## config.mk

```make
export PLATFORM = sky130hd
export DESIGN_NAME = pea_feeder
export DESIGN_NICKNAME = d
export VERILOG_FILES = /design/src/rtl/pea_pkg.sv /design/src/rtl/pea_marker_pipe.sv /design/src/rtl/pea_feeder.sv
export SDC_FILE = /design/constraint.sdc
export NUM_CORES = 1
export LEC_CHECK = 0
export ABC_AREA = 1
export CAP_MARGIN = 5
export CELL_PAD_IN_SITES_DETAIL_PLACEMENT = 1
export CELL_PAD_IN_SITES_GLOBAL_PLACEMENT = 1
export CORE_AREA = 2 2 160 162
export CTS_BUF_LIST = sky130_fd_sc_hd__clkbuf_16
export CTS_CLUSTER_SIZE = 8
export DETAILED_ROUTE_END_ITERATION = 8
export DIE_AREA = 0 0 162 164
export HOLD_SLACK_MARGIN = 0.15
export PLACE_DENSITY = 0.86
export SYNTH_ARGS = -nofsm -noshare
export SYNTH_HDL_FRONTEND = slang
export SYNTH_SLANG_ARGS = --single-unit
```

## constraint.sdc

```tcl
create_clock -name clk -period 1.4 [get_ports clk]
set_clock_uncertainty 0.15 [all_clocks]
set_input_delay 0.21 -clock clk [delete_from_list [all_inputs] [get_ports clk]]
set_output_delay 0.21 -clock clk [all_outputs]
set_load 0.005 [all_outputs]
```

## src/rtl/pea_pkg.sv

```systemverilog
// rtl/pea_pkg.sv - shared types and defaults for the PE array feeder
package pea_pkg;

  localparam int ROW_DEF       = 3;
  localparam int COL_DEF       = 10;
  localparam int WGT_WIDTH_DEF = 24;
  localparam int IFM_WIDTH_DEF = 128;
  localparam int CNT_WIDTH_DEF = 8;
  localparam int PE_LAT_DEF    = 1;

  typedef enum logic [2:0] {
    IDLE,
    LOAD_W,
    PRIME,
    STREAM,
    DRAIN,
    DONE
  } state_t;

  typedef logic [31:0] sum_t;

  typedef struct packed {
    logic pvalid;
    logic ic_done;
    logic oc_done;
  } marker_t;

endpackage

```

## src/rtl/pea_marker_pipe.sv

```systemverilog
// rtl/pea_marker_pipe.sv - fixed-latency delay line for psum markers
module pea_marker_pipe
  import pea_pkg::*;
#(
  parameter int PE_LAT = PE_LAT_DEF
) (
  input  logic    clk,
  input  logic    rstn,
  input  marker_t i_mark,
  output marker_t o_mark
);

  if (PE_LAT == 0) begin : g_bypass
    assign o_mark = i_mark;
  end else begin : g_pipe
    marker_t r_stage [PE_LAT];

    always_ff @(posedge clk or negedge rstn) begin
      if (!rstn) begin
        for (int i = 0; i < PE_LAT; i++) r_stage[i] <= '0;
      end else begin
        r_stage[0] <= i_mark;
        for (int i = 1; i < PE_LAT; i++) r_stage[i] <= r_stage[i-1];
      end
    end

    assign o_mark = r_stage[PE_LAT-1];
  end

endmodule

```

## src/rtl/pea_feeder.sv

```systemverilog
// rtl/pea_feeder.sv - weight/ifm sequencer and psum marker source for the 3x3 PE array
module pea_feeder
  import pea_pkg::*;
#(
  parameter int ROW       = ROW_DEF,
  parameter int COL       = COL_DEF,
  parameter int WGT_WIDTH = WGT_WIDTH_DEF,
  parameter int IFM_WIDTH = IFM_WIDTH_DEF,
  parameter int CNT_WIDTH = CNT_WIDTH_DEF,
  parameter int PE_LAT    = PE_LAT_DEF
) (
  input  logic                 clk,
  input  logic                 rstn,
  input  logic                 start,
  input  logic                 cfg_stride,
  input  logic [CNT_WIDTH-1:0] cfg_ic,
  input  logic [CNT_WIDTH-1:0] cfg_oc,
  input  logic [CNT_WIDTH-1:0] cfg_ow,
  output logic                 busy,
  output logic                 done,
  input  logic                 wgt_s_valid,
  output logic                 wgt_s_ready,
  input  logic [WGT_WIDTH-1:0] wgt_s_data,
  input  logic                 ifm_s_valid,
  output logic                 ifm_s_ready,
  input  logic [IFM_WIDTH-1:0] ifm_s_data,
  output logic                 stride,
  output logic                 wgt_read,
  output logic [WGT_WIDTH-1:0] wgt_group,
  output logic                 ifm_read,
  output logic [IFM_WIDTH-1:0] ifm_group,
  output logic                 pvalid,
  output logic                 ic_done,
  output logic                 oc_done
);

  localparam int BEAT_W     = (ROW > 1) ? $clog2(ROW) : 1;
  localparam int DRAIN_W    = (PE_LAT > 1) ? $clog2(PE_LAT) : 1;
  localparam int DRAIN_LAST = (PE_LAT > 0) ? PE_LAT - 1 : 0;

  // Elaboration stops here if one ifm beat cannot hold a full column.
  if (IFM_WIDTH < (ROW + COL - 1) * 8) begin : g_ifm_width_too_small
    pea_feeder_ifm_width_too_small u_err ();
  end

  state_t               r_state, w_state_nxt;
  logic                 r_stride;
  logic [CNT_WIDTH-1:0] r_cfg_ic, r_cfg_oc, r_cfg_ow;
  logic [CNT_WIDTH-1:0] r_ic, r_oc;
  logic [CNT_WIDTH:0]   r_win;
  logic [BEAT_W-1:0]    r_beat;
  logic [1:0]           r_col;
  logic                 r_phase;
  logic [DRAIN_W-1:0]   r_drain;

  logic    w_wgt_hs, w_ifm_hs, w_win_done, w_win_last;
  logic    w_last_beat, w_last_ic, w_last_oc, w_drain_end, w_pass_end;
  marker_t w_mark_in, w_mark_out;

  assign w_wgt_hs    = (r_state == LOAD_W) && wgt_s_valid;
  assign w_ifm_hs    = ((r_state == PRIME) || (r_state == STREAM)) && ifm_s_valid;
  // Stride 2 completes a window on the second column of each pair.
  assign w_win_done  = w_ifm_hs && (((r_state == PRIME) && (r_col == 2'd2)) ||
                                    ((r_state == STREAM) && (!r_stride || r_phase)));
  assign w_win_last  = w_win_done && (r_win == {1'b0, r_cfg_ow});
  assign w_last_beat = (r_beat == BEAT_W'(ROW - 1));
  assign w_last_ic   = (r_ic == r_cfg_ic);
  assign w_last_oc   = (r_oc == r_cfg_oc);
  assign w_drain_end = (r_drain == DRAIN_W'(DRAIN_LAST));
  assign w_pass_end  = ((r_state == DRAIN) && w_drain_end) || ((PE_LAT == 0) && w_win_last);

  always_ff @(posedge clk or negedge rstn) begin
    if (!rstn) r_state <= IDLE;
    else       r_state <= w_state_nxt;
  end

  always_comb begin
    w_state_nxt = r_state;
    case (r_state)
      IDLE:   if (start) w_state_nxt = LOAD_W;
      LOAD_W: if (w_wgt_hs && w_last_beat) w_state_nxt = PRIME;
      PRIME, STREAM: begin
        if (w_win_last) begin
          if (PE_LAT > 0)               w_state_nxt = DRAIN;
          else if (w_last_ic && w_last_oc) w_state_nxt = DONE;
          else                          w_state_nxt = LOAD_W;
        end else if (w_win_done) begin
          w_state_nxt = STREAM;
        end
      end
      DRAIN:  if (w_drain_end) w_state_nxt = (w_last_ic && w_last_oc) ? DONE : LOAD_W;
      DONE:   w_state_nxt = IDLE;
      default: w_state_nxt = IDLE;
    endcase
  end

  always_ff @(posedge clk or negedge rstn) begin
    if (!rstn) begin
      r_stride <= 1'b0;
      r_cfg_ic <= '0;
      r_cfg_oc <= '0;
      r_cfg_ow <= '0;
      r_ic     <= '0;
      r_oc     <= '0;
      r_win    <= '0;
      r_beat   <= '0;
      r_col    <= '0;
      r_phase  <= 1'b0;
      r_drain  <= '0;
    end else if ((r_state == IDLE) && start) begin
      r_stride <= cfg_stride;
      r_cfg_ic <= cfg_ic;
      r_cfg_oc <= cfg_oc;
      r_cfg_ow <= cfg_ow;
      r_ic     <= '0;
      r_oc     <= '0;
      r_win    <= '0;
      r_beat   <= '0;
      r_col    <= '0;
      r_phase  <= 1'b0;
      r_drain  <= '0;
    end else if (w_pass_end) begin
      r_win   <= '0;
      r_col   <= '0;
      r_phase <= 1'b0;
      r_drain <= '0;
      if (!w_last_ic) begin
        r_ic <= r_ic + 1'b1;
      end else if (!w_last_oc) begin
        r_ic <= '0;
        r_oc <= r_oc + 1'b1;
      end
    end else begin
      if (w_wgt_hs) r_beat <= w_last_beat ? '0 : r_beat + 1'b1;
      if (w_ifm_hs && (r_state == PRIME)) r_col <= r_col + 2'd1;
      if (w_ifm_hs && (r_state == STREAM)) r_phase <= r_stride && !r_phase;
      if (w_win_done) r_win <= r_win + 1'b1;
      if (r_state == DRAIN) r_drain <= r_drain + 1'b1;
    end
  end

  assign w_mark_in.pvalid  = w_win_done;
  assign w_mark_in.ic_done = w_win_done && w_last_ic;
  assign w_mark_in.oc_done = w_win_done && w_last_ic && w_last_oc;

  pea_marker_pipe #(.PE_LAT(PE_LAT)) u_marker_pipe (
    .clk    (clk),
    .rstn   (rstn),
    .i_mark (w_mark_in),
    .o_mark (w_mark_out)
  );

  assign busy        = (r_state != IDLE);
  assign done        = (r_state == DONE);
  assign stride      = r_stride;
  assign wgt_s_ready = (r_state == LOAD_W);
  assign ifm_s_ready = (r_state == PRIME) || (r_state == STREAM);
  assign wgt_read    = w_wgt_hs;
  assign wgt_group   = w_wgt_hs ? wgt_s_data : '0;
  assign ifm_read    = w_ifm_hs;
  assign ifm_group   = w_ifm_hs ? ifm_s_data : '0;
  assign pvalid      = w_mark_out.pvalid;
  assign ic_done     = w_mark_out.ic_done;
  assign oc_done     = w_mark_out.oc_done;

endmodule

```

==> impl_metrics.py <==
metrics = {
    "run_status": {
        "status": "complete, but fails checks",
        "violations": "setup timing",
    },
    "cells_and_area": {
        "syn_to_final_growth_pct": 143.8,
        "layout_commonest_cell": "inv_1",
        "finalNonFillerCells": 1701,
        "final_nets": 1542,
        "drive_gt1_share_pct": 38.26,
        "layout_common_cells": "223 x inv_1, 195 x clkdlybuf4s50_1, 170 x nand2_1, 135 x nor2_4, 126 x buf_4",
    },
    "routing": {
        "drc": 0,
        "viasPerCell": 4.356,
        "drt-pass1-iter-count": 4,
        "drtAntennaViolNets": 0,
        "wl_per_cell_um": 19.38,
        "drt-total-wl_mm": 32.97,
        "via_count": 7409,
        "drt_iter0_markers": 336,
    },
    "clock_network": {
        "clock_sinks": 62,
        "clk_path_buf_depth": 2,
        "root_buffer": "clkbuf_16",
        "clkLatencyLatePin_ns": 0.34,
        "htree_num_levels": 3,
        "cts_buffers": 9,
        "clk_pin_slew_ns": 0.06,
        "cts_tree": "yes",
    },
    "placement": {
        "gp_congestion": 0.8741,
        "dp.cells": 1581,
        "hpwl_mm": 21.65,
        "io_buffers": 343,
    },
    "floorplanning": {
        "die_h_um": 164,
        "rows": 58,
        "io_pins": 344,
        "dieArea_um2": 26570,
        "start_util_pct": 19.82,
        "core-area_um2": 24820,
        "die_width_um": 162,
    },
    "yosys": {
        "yosysTopAreaCell": "dfrtp_1",
        "syn_inst": 835,
        "ys_ff_latch": 62,
        "ys_warn_count": 0,
        "synth_top_area_share_pct": 31.54,
        "synth_seq_area_share_pct": 31.54,
        "syn-num-nets": 1021,
        "synthesis.area_um2": 4918,
        "avgSynthCellArea_um2": 5.890,
        "synthTopCellsByArea": "dfrtp_1 32%, inv_1 17%, nor2_1 15%, nand2_1 14%, nand3_1 3.9%",
        "synth_cell_type_count": 30,
    },
    "power_and_ir_drop": {
        "power_density_nw_per_um2": 1198,
        "peakVddDrop_mv": 0.9018,
        "clockPowerShare_pct": 13.7,
        "p_int_mw": 8.366,
        "p_leak_nw": 6.719,
        "power_frac_seq_pct": 19.3,
        "power_frac_comb_pct": 67.0,
        "p_sw_share_pct": 41.75,
        "p_switching_mw": 5.997,
        "finalPower_mw": 14.36,
    },
    "global_route": {
        "grt_pass1_vias": 7118,
        "grt_max_degree": 63,
        "grt_util_all_layers_pct": 19.21,
        "antenna_found_initial": 12,
        "grt-ovfl-total": 0,
        "grt_pass1_wl_mm": 39.39,
    },
    "timing": {
        "relSlewSlack_pct": 49.98,
        "finalWorstSetupSlack_ns": -1.012,
        "fmax_ghz": 0.4146,
        "worstMarginPinSlew_ns": 0.7504,
        "hold_violations": 0,
        "rsz0062_at_grt": "yes",
        "fin_crit_sh_pct": 172.3,
        "tns_ns": -145.67,
        "setup_viol": 224,
        "min_period_ns": 2.412,
        "final_max_slew_viol_count": 0,
    },
    "worst_hold_path": {
        "hp-class": "in2async",
    },
    "setup_path": {
        "critical_path.startpoint_type": "register",
        "critPathKind": "reg2out",
        "crit_required_ns": 1.04,
        "worstPathArrival_ns": 2.05,
        "critPathMaxFanout": 4,
        "setup.worst_path.end_class": "primary output",
        "worstRegToRegCells": 16,
    },
    "run": {
        "cap_violations": 0,
    },
}
[power by group through the flow]
stage          clock network, mW  registers [mW]  logic [mW]
3_3_place_gp                   0            2.72        7.05
4_1_cts                     1.95            2.75        7.73
3_5_place_dp                   0            2.77        7.35
6_report                    1.97            2.78        9.62
2_1_floorplan                  0            2.70        3.93
5_1_grt                     2.05            2.83        10.3
[sequential cells by signal, summed over array words and instances, names as in the netlist]
signal and flops:
r_drain 1, r_cfg_oc 8, stride 1, r_cfg_ow 8, r_cfg_ic 8, u_marker_pipe.o_mark 3
r_ic 8, r_state 3, r_beat 2, r_phase 1, r_win 9, r_col 2
r_oc 8
[kinds of logic (layout without fill, tap and decap cells)]
logic type,count (synthesis),in the layout,share of synthesized area (%)
adders and majority gates,4,4,1.018
buffers and inverters,263,784,20.96
DFF,62,62,31.54
AOI/OAI and AO/OA,43,43,4.604
xor gates and xnor gates,9,9,1.603
and+or+nand+nor,454,457,40.27
other,0,12,0
[path summary, 6_finish.rpt]
kind,start,to,slack (ns)
worst max-delay path,r_state[1],ifm_group[124],-1.01
worst min-delay path,rstn,r_ic[7],0.26
worst max register to register,r_state[1],r_state[0],-0.82
worst min register to register,r_cfg_oc[1],r_cfg_oc[1],0.38
max in group asynchronous,rstn,r_state[1],0.51
min in group clk,cfg_oc[1],r_cfg_oc[1],0.26
[per-layer routing]
metal	track usage (%)	share of wire, %	up-vias
met3	3.258	4.3	81
met2	37.45	56	282
met4	9.372	4.6	0
met5	0	0	-
li1	-	-	3452
met1	19.74	35	3594
[stage by stage]
| step | utilization (%) | setup slack [ns] | instance area, µm² | hold WS (ns) |
|---|---|---|---|---|
| after detailed placement | 42.09 | -0.8501 | 10450 | 0.09988 |
| after CTS | 43.68 | -1.032 | 10840 | 0.2671 |
| after floorplan | - | -0.1867 | 6088 | -0.2356 |
| after global placement | 42.09 | -0.8108 | 10450 | 0.09891 |
| after global routing | 48.32 | -1.065 | 11990 | 0.2843 |
| final | 48.32 | -1.012 | 11990 | 0.2554 |
[cells in the mapped netlist]
cell,number
o32ai_1,1
o21ai_0,34
clkinv_2,1
xor2_1,6
nand2_8,2
nor2_1,191
inv_2,10
nor2_4,4
clkbuf_1,5
nand4_1,18
nor2_2,1
nand2_4,4
nand2_2,2
nor3b_2,1
inv_4,1
nand2_1,185
a21oi_2,2
nand3_1,38
inv_1,224
xnor2_1,3
ha_1,4
nor3_1,2
nor2_8,1
nand4_2,1
nand3_4,3
nor3_2,1
buf_2,20
a21oi_1,6
buf_6,2
dfrtp_1,62
[final cells by class]
cell class | count | area [µm²]
antenna | 12 | 30.03
fill | 2977 | 12830
sequential | 62 | 1556
clock buffer | 9 | 225.2
timing repair buffer | 534 | 5258
multi-input combinational | 513 | 3570
tap | 330 | 412.9
clock inverter | 5 | 21.27
inverter | 236 | 918.4
[worst max-delay path: stages (launching register included)]
cell            delay (ns)
dfrtp_2               0.41
inv_2                 0.06
nor2_4                0.14
buf_6                 0.15
buf_12                0.10
nand2_4               0.11
clkbuf_16             0.24
buf_4                 0.15
buf_4                 0.14
nor2_4                0.06
dlymetal6s2s_1        0.14
[what timing repair did]
action,4_1_cts,5_1_grt
hold buffers,1,0
resized for setup,151,367
pin swaps,1,25
gates cloned,5,14
setup buffers,8,69
hold endpoints to repair,62,0
endpoints found under the setup margin,224,224
(Power assumes the default switching activity.)
